## src/rtl/ps2_pkg.sv

```systemverilog
// Shared constants and state types for the PS/2 scan-code receive path.
// Optional build macro: PS2_EXTENDED_OUT_EN (adds the 'extended' output on the top).
package ps2_pkg;

    localparam logic [7:0]  PS2_BREAK_PREFIX = 8'hF0;
    localparam logic [7:0]  PS2_EXT_PREFIX   = 8'hE0;
    localparam int unsigned PS2_FRAME_BITS   = 11;

    typedef enum logic [1:0] {
        DEC_BASE,
        DEC_GOT_F0,
        DEC_GOT_E0,
        DEC_GOT_E0F0
    } dec_state_t;

    typedef enum logic {
        FRM_IDLE,
        FRM_SHIFT
    } frame_state_t;

    // Frame layout, index 0 first on the wire: start, d0..d7, parity, stop.
    function automatic logic frame_good(input logic [PS2_FRAME_BITS-1:0] f);
        return (f[0] == 1'b0) && (f[10] == 1'b1) && ((^f[9:1]) == 1'b1);
    endfunction

endpackage

```

## src/rtl/ps2_rx_frame.sv

```systemverilog
// PS/2 device-to-host frame receiver: input synchronizers, falling-edge
// detect, LSB-first shift, start/stop/odd-parity check and mid-frame watchdog.
// Emits one-cycle o_byte_ok / o_frame_err strobes the cycle after the 11th fall.
module ps2_rx_frame
    import ps2_pkg::*;
#(
    parameter int unsigned TIMEOUT_CYCLES = 10000,
    parameter int unsigned SYNC_STAGES    = 2
)(
    input  logic       i_clk,
    input  logic       i_rst_n,
    input  logic       i_ps2_clk,
    input  logic       i_ps2_data,
    output logic [7:0] o_byte,
    output logic       o_byte_ok,
    output logic       o_frame_err
);

    localparam int unsigned WD_W = $clog2(TIMEOUT_CYCLES + 1);

    logic [SYNC_STAGES-1:0]    r_clk_sync;
    logic [SYNC_STAGES-1:0]    r_data_sync;
    logic                      r_clk_prev;
    logic                      w_clk_s;
    logic                      w_data_s;
    logic                      w_fall;
    logic [PS2_FRAME_BITS-2:0] r_shift;
    logic [PS2_FRAME_BITS-1:0] w_frame;
    logic [3:0]                r_cnt;
    logic [WD_W-1:0]           r_wd;
    frame_state_t              r_state;

    assign w_clk_s  = r_clk_sync[SYNC_STAGES-1];
    assign w_data_s = r_data_sync[SYNC_STAGES-1];
    assign w_fall   = r_clk_prev & ~w_clk_s;
    // Only ten bits are stored; the eleventh is checked straight off the synchronizer.
    assign w_frame  = {w_data_s, r_shift};

    // Synchronize both PS/2 lines (idle high) and keep the previous clock sample.
    always_ff @(posedge i_clk or negedge i_rst_n) begin
        if (!i_rst_n) begin
            r_clk_sync  <= '1;
            r_data_sync <= '1;
            r_clk_prev  <= 1'b1;
        end else begin
            r_clk_sync  <= {r_clk_sync[SYNC_STAGES-2:0], i_ps2_clk};
            r_data_sync <= {r_data_sync[SYNC_STAGES-2:0], i_ps2_data};
            r_clk_prev  <= w_clk_s;
        end
    end

    // Frame FSM with watchdog; check result is registered as a one-cycle strobe.
    always_ff @(posedge i_clk or negedge i_rst_n) begin
        if (!i_rst_n) begin
            r_state     <= FRM_IDLE;
            r_cnt       <= '0;
            r_shift     <= '0;
            r_wd        <= '0;
            o_byte      <= '0;
            o_byte_ok   <= 1'b0;
            o_frame_err <= 1'b0;
        end else begin
            o_byte_ok   <= 1'b0;
            o_frame_err <= 1'b0;
            case (r_state)
                FRM_IDLE: begin
                    r_wd <= '0;
                    if (w_fall) begin
                        r_shift <= {w_data_s, r_shift[PS2_FRAME_BITS-2:1]};
                        r_cnt   <= 4'd1;
                        r_state <= FRM_SHIFT;
                    end
                end
                FRM_SHIFT: begin
                    if (w_fall) begin
                        r_wd <= '0;
                        if (r_cnt == 4'(PS2_FRAME_BITS - 1)) begin
                            r_cnt   <= '0;
                            r_state <= FRM_IDLE;
                            if (frame_good(w_frame)) begin
                                o_byte    <= w_frame[8:1];
                                o_byte_ok <= 1'b1;
                            end else begin
                                o_frame_err <= 1'b1;
                            end
                        end else begin
                            r_shift <= {w_data_s, r_shift[PS2_FRAME_BITS-2:1]};
                            r_cnt   <= r_cnt + 4'd1;
                        end
                    end else if (r_wd == WD_W'(TIMEOUT_CYCLES - 1)) begin
                        r_wd        <= '0;
                        r_cnt       <= '0;
                        r_state     <= FRM_IDLE;
                        o_frame_err <= 1'b1;
                    end else begin
                        r_wd <= r_wd + 1'b1;
                    end
                end
                default: r_state <= FRM_IDLE;
            endcase
        end
    end

endmodule

```

## src/rtl/ps2_scan_decoder.sv

```systemverilog
// PS/2 keyboard scan-code decoder: frames the raw PS/2 stream, strips F0/E0
// prefixes and presents a held scanCode/makeBreak pair with a valid strobe.
// Optional build macro: PS2_EXTENDED_OUT_EN adds the held 'extended' flag.
module ps2_scan_decoder
    import ps2_pkg::*;
#(
    parameter int unsigned TIMEOUT_CYCLES = 10000,
    parameter int unsigned SYNC_STAGES    = 2
)(
    input  logic       clk,
    input  logic       rst_n,
    input  logic       ps2_clk,
    input  logic       ps2_data,
    output logic [7:0] scanCode,
    output logic       makeBreak,
    output logic       valid,
    output logic       err
`ifdef PS2_EXTENDED_OUT_EN
    ,
    output logic       extended
`endif
);

    logic [7:0] w_byte;
    logic       w_byte_ok;
    logic       w_frame_err;
    logic       w_emit;
    logic       w_make;
    dec_state_t w_next;
    dec_state_t r_state;

    ps2_rx_frame #(
        .TIMEOUT_CYCLES (TIMEOUT_CYCLES),
        .SYNC_STAGES    (SYNC_STAGES)
    ) u_frame (
        .i_clk       (clk),
        .i_rst_n     (rst_n),
        .i_ps2_clk   (ps2_clk),
        .i_ps2_data  (ps2_data),
        .o_byte      (w_byte),
        .o_byte_ok   (w_byte_ok),
        .o_frame_err (w_frame_err)
    );

    // The frame strobe is already registered and never coincides with a byte.
    assign err = w_frame_err;

    // Prefix tracking: decide next decode state and whether a received byte emits.
    always_comb begin
        w_emit = 1'b0;
        w_make = 1'b1;
        w_next = r_state;
        case (r_state)
            DEC_BASE: begin
                if (w_byte == PS2_BREAK_PREFIX)    w_next = DEC_GOT_F0;
                else if (w_byte == PS2_EXT_PREFIX) w_next = DEC_GOT_E0;
                else                               w_emit = 1'b1;
            end
            DEC_GOT_E0: begin
                if (w_byte == PS2_BREAK_PREFIX)    w_next = DEC_GOT_E0F0;
                else if (w_byte == PS2_EXT_PREFIX) w_next = DEC_GOT_E0;
                else begin
                    w_emit = 1'b1;
                    w_next = DEC_BASE;
                end
            end
            DEC_GOT_F0, DEC_GOT_E0F0: begin
                w_emit = 1'b1;
                w_make = 1'b0;
                w_next = DEC_BASE;
            end
            default: w_next = DEC_BASE;
        endcase
    end

`ifdef PS2_EXTENDED_OUT_EN
    logic w_ext;
    assign w_ext = (r_state == DEC_GOT_E0) || (r_state == DEC_GOT_E0F0);
`endif

    // Decode FSM and held output registers; a frame error drops any pending prefix.
    always_ff @(posedge clk or negedge rst_n) begin
        if (!rst_n) begin
            r_state   <= DEC_BASE;
            scanCode  <= '0;
            makeBreak <= 1'b0;
            valid     <= 1'b0;
`ifdef PS2_EXTENDED_OUT_EN
            extended  <= 1'b0;
`endif
        end else begin
            valid <= 1'b0;
            if (w_frame_err) begin
                r_state <= DEC_BASE;
            end else if (w_byte_ok) begin
                r_state <= w_next;
                if (w_emit) begin
                    scanCode  <= w_byte;
                    makeBreak <= w_make;
                    valid     <= 1'b1;
`ifdef PS2_EXTENDED_OUT_EN
                    extended  <= w_ext;
`endif
                end
            end
        end
    end

endmodule

```

## config.mk

```make
export PLATFORM = sky130hd
export DESIGN_NAME = ps2_scan_decoder
export DESIGN_NICKNAME = d
export VERILOG_FILES = /design/src/rtl/ps2_pkg.sv /design/src/rtl/ps2_rx_frame.sv /design/src/rtl/ps2_scan_decoder.sv
export SDC_FILE = /design/constraint.sdc
export NUM_CORES = 1
export LEC_CHECK = 0
export CAP_MARGIN = 20
export CORE_MARGIN = 4
export CORE_UTILIZATION = 58
export CTS_CLUSTER_DIAMETER = 80
export DETAILED_ROUTE_END_ITERATION = 16
export PLACE_DENSITY = 0.82
export SLEW_MARGIN = 25
export SYNTH_ARGS = -nofsm -noshare
export SYNTH_HDL_FRONTEND = slang
export SYNTH_HIERARCHICAL = 1
export SYNTH_SLANG_ARGS = --single-unit
```

## constraint.sdc

```tcl
create_clock -name clk -period 5.5 [get_ports clk]
set_input_delay 1.1 -clock clk [delete_from_list [all_inputs] [get_ports clk]]
set_output_delay 1.1 -clock clk [all_outputs]
set_load 0.1 [all_outputs]
```

Word-level counts from Yosys, hierarchy flattened --
Cells that the tools add are included.
Storage, ports and cells: register bits after elaboration 56, logic and storage cells 85
Operators by class: $add $sub $neg 2, equality and inequality tests 12, mux-type cells 40, bitwise logic cells 5, reductions and logical operators 12
Operators by type and width (number):
- 2-to-1 mux 10 bit | 3
- 2-to-1 mux 14 bit | 2
- one-hot mux 14 bit (2 select lines) | 1
- one-hot mux 10 bit (2 select lines) | 1
- 2-to-1 mux 1 bit | 19
- == test 8 bit, second input constant | 2
- 2-to-1 mux 4 bit | 4
- adder 14 x 1 -> 14 bit, second input constant | 1
- == test 14 bit, second input constant | 1
- 2-to-1 mux 2 bit | 6
- parity 9 bit | 1
- one-hot mux 4 bit (2 select lines) | 1
- one-hot mux 2 bit (3 select lines) | 1
- AND reduction 3 bit | 2
- adder 4 x 1 -> 4 bit, second input constant | 1
- == test 2 bit, second input constant | 2
- == test 4 bit, second input constant | 1
- != test 2 x 1 -> 1 bit, second input constant | 2
- != test 4 x 3 -> 1 bit, second input constant | 1
- NOT 1 bit | 4
- one-hot mux 1 bit (2 select lines) | 2
- AND reduction 2 bit | 2
- AND reduction 4 bit | 1
- OR reduction 2 bit | 2
- other kinds (7) | 8

Longest topological paths before layout --
word-level depth 7, depth in mapped cells 7

Cells and area by module --
The synthesis kept the hierarchy.
By module, submodules not included:
- ps2_rx_frame | times used 1, cells each 154, area an instance 1969.4 sq um, seq. area each 1107.3 sq um
- ps2_scan_decoder | times used 1, cells each 28, area an instance 456.7 sq um, seq. area each 275.3 sq um

Least setup slack after synthesis --
No wires, ideal clock.
path type flip-flop to flip-flop, start point reg u_frame.r_wd[6], end point reg u_frame.r_cnt[2], library setup time 124 ps, data arrival time 1933 ps, required time 5376 ps, path slack 3443 ps, cell stages (with the launch flop) 5, cell sequence dfrtp_1 or4_1 or4_4 o21a_4 a211o_1
On the way: word-level cells in the longest chain between the ends 3
Ends and longest elaborated chain:
- start, declared | line ps2_rx_frame.sv:30 | logic [WD_W-1:0] r_wd;
- start signal, assigned | line ps2_rx_frame.sv:96 | r_wd <= r_wd + 1'b1;
- == test 14 bit | line ps2_rx_frame.sv:90 | end else if (r_wd == WD_W'(TIMEOUT_CYCLES - 1)) begin
- != test 3 x 2 -> 1 bit (no line)
- AND reduction 2 bit (no line)
- end signal, assigned | line ps2_rx_frame.sv:88 | r_cnt <= r_cnt + 4'd1;
- end, declared | line ps2_rx_frame.sv:29 | logic [3:0] r_cnt;
Every way passes these cells. A chain may end at the register's enable or synchronous reset.

Final worst setup path --
start point reg u_frame.o_frame_err, end point out err
RTL lines:
- start, declared | line ps2_rx_frame.sv:16 | output logic o_frame_err
- start signal, assigned | line ps2_rx_frame.sv:61 | o_frame_err <= 1'b0;
- start signal, assigned | line ps2_rx_frame.sv:64 | o_frame_err <= 1'b0;
- start signal, assigned | line ps2_rx_frame.sv:84 | o_frame_err <= 1'b1;
- end, declared | line ps2_scan_decoder.sv:17 | output logic err
No word-level cell between the ends.

==> run metrics <==
outcome=finished clean; share of cells above drive strength 1=26.1%; crit-path max FO=3; Fillers=between 200 and 300; Synth Cell Area=2430 sq um; Area Overhead vs Synth=12.7%; site row count=23; port bufs=14; power density over cell area=approximately 340 nW/um^2; diode count=0; top_reg_cell synth=dfrtp_1; P_leak=about 1.2 nW; PnR worst setup slack=2.59 ns; CP max stage delay=1.14 ns; flop-to-flop setup slack=~3.2 ns; DR DRC count=0; GRT Util Overall=16.6%; largest net degree at the start of global routing=56; clk sinks=55; CP required=4.40 ns; crit path launch type=flop; total grt overflow=0; CTS tree=yes; via/cell ratio=5.61; clk_lat worst skew=0.30 ns; max-slew violation count=0; Synth top area share=51.6%; critical path, cell by cell=clkdlybuf4s50_1; number of flops mapped to enable cells by yosys=0; final instance area=2730 sq um; Reg clk slew, reported paths=about 0.08 ns; critical path type=reg -> out; CTS resizes=0; I/O pin cnt=15; min Tclk post-route=2.91 ns; Syn Area/Cell=13.3 sq um; Detailed Routing Iterations Pass 1=4; core area=4030 sq um; DP Area=~2600 sq um; Slew Limit Headroom=35.2%; DP Cell Count=245; syn nets=190; Worst R2R End=u_frame/r_wd[2]; Worst R2R Path Depth=4; top-count cell post-synth=dfrtp_1; first-pass GRT wire length=about 6800 um; post-DP HPWL=about 2800 um; hold buffer count at CTS=0; worst reg2reg startpoint=u_frame/r_wd[6]; post-CTS setup buffers=0; fin cells=approximately 250; Syn Inst Count=182; routability cong.=~0.8; total CTS buffers=5; Setup Skew=~0.009 ns; worst endpoint data arrival time=1.81 ns; post-route setup TNS=0 ns; Critical Path Sink=err; Worst Hold Class=reg -> reg; antenna-violating nets left=0; routed length per instance=15.1 um; crit path from=u_frame/o_frame_err; maximum vdd drop=0.000221 V; Tcrit/Tclk final=between 50% and 60%; CP delay by family, top=buffers and inverters; top post-synthesis cells by area=dfrtp_1 (52%), mux2_2 (13%), dfstp_2 (5.4%); synth unique cells=between 40 and 50; Crit path buffers/inverters=1; H-tree depth=2; height of the die=72.7 um; Initial DRC Count=99; RSZ-0062 raised after global routing=false; max cap viols=0; worst slack, placed=2.91 ns; CP endpoint kind=output port; final wirelength=3820 um; die width=~73 um; Post-synth top cells=dfrtp_1 (50), mux2_2 (27), nor2_1 (16), nand4_1 (8), xor2_1 (8); initial antenna violation count=0; Via Count=~1400; CTS root buf=clkbuf_8; Initial Utilization=60.2%; upper clock frequency limit=0.344 GHz; yosys warns=6; Synth area leader=dfrtp_1; die area=around 5300 sq um; number of global-route vias before repair=1461; clk buf depth=2; sequential fraction of the synthesis area=57.0%; final setup vio count=0; WP depth=1; hold slack=0.359 ns; Fin. Hold Viols=0; CP max-delay cell=clkdlybuf4s50_1; worst-margin pin slew=between 0.9 and 1 ns; Yosys reg bits=55; ys async rst share=100%; Final nets=210
report_power, final:
part,leakage [nW],internal (mW),total [mW],switching (mW)
sequential,0.724,0.447,0.494,0.0470
combinational,0.468,0.116,0.184,0.0681
clock,0.0514,0.136,0.256,0.121
total,1.24,0.699,0.935,0.236
per-layer routing:
metal | share of wire, % | wire length, um | global-route usage [%]
met4 | 1.3 | 48 | 4.30
met1 | 44 | 1670 | 20.6
met2 | 51 | 1950 | 28.8
met5 | 0 | 0 | 0
met3 | 4.0 | 151 | 4.55
layout by cell type, fill, tap and decap left out, types with 2 or more instances in the layout:
master,Yosys,layout
a21oi_1,2,2
mux2_2,27,27
nand3_1,6,6
ha_1,4,4
clkbuf_8,0,5
xnor2_1,7,7
nor2_1,16,16
xnor3_1,2,2
dfstp_2,5,5
nand2_1,6,6
nand4_1,8,8
nor3b_1,2,2
a21o_2,2,2
clkdlybuf4s50_1,0,13
nand2b_1,2,2
dfrtp_1,50,50
inv_1,5,5
xor2_1,8,8
nor4_1,3,3
nand3b_1,2,2
logic make-up (layout without fill, tap and decap cells):
family,count (synthesis),in the layout,share of synthesized area [%]
AND/OR/NAND/NOR,59,59,14.8
XOR/XNOR,17,17,7.27
adder cells (fa/ha/maj),4,4,2.06
AO/OA/AOI/OAI,11,11,4.13
buffers and inverters,7,28,1.24
flip-flops,55,55,57.0
multiplexers,29,29,13.5
registers in the layout (all words and copies together), names as in the netlist:
signal	cells
u_frame/r_wd	14
u_frame/r_shift	10
scanCode	8
u_frame/o_byte	8
u_frame/r_cnt	4
u_frame/r_clk_sync	2
u_frame/r_data_sync	2
makeBreak	1
r_state	1
u_frame/o_byte_ok	1
u_frame/o_frame_err	1
u_frame/r_clk_prev	1
u_frame/r_state	1
valid	1
final cells by class:
type                            count  area, sq um  share of cell area (%)
Inverter                            5         18.8                   0.686
Timing Repair Buffer               15          143                    5.22
Tap cell                           50         62.6                    2.29
Clock inverter                      2         37.5                    1.37
Clock buffer                        6         72.6                    2.65
Multi-Input combinational cell    120         1020                    37.2
Sequential cell                    55         1380                    50.6
how the worst min path moves through the flow:
| stage | start | end | slack, ns | cells past startpoint |
|---|---|---|---|---|
| floorplan | u_frame/r_clk_sync[0] | u_frame/r_clk_sync[1] | 0.35 | 0 |
| global placement | u_frame/r_clk_sync[0] | u_frame/r_clk_sync[1] | 0.35 | 0 |
| detailed placement | u_frame/r_clk_sync[0] | u_frame/r_clk_sync[1] | 0.35 | 0 |
| CTS | u_frame/r_clk_sync[0] | u_frame/r_clk_sync[1] | 0.36 | 0 |
| global route | u_frame/r_data_sync[0] | u_frame/r_data_sync[1] | 0.36 | 0 |
| finish | u_frame/r_data_sync[0] | u_frame/r_data_sync[1] | 0.36 | 0 |
metrics by stage:
stage | utilization, % | total power, mW
finish | 67.9 | 0.935
global route | 67.9 | 0.989
CTS | 67.8 | 0.946
detailed placement | 65.0 | 0.688
global placement | 65.0 | 0.674
floorplan | - | 0.646
Note: power is estimated with default switching activity, not from simulation.
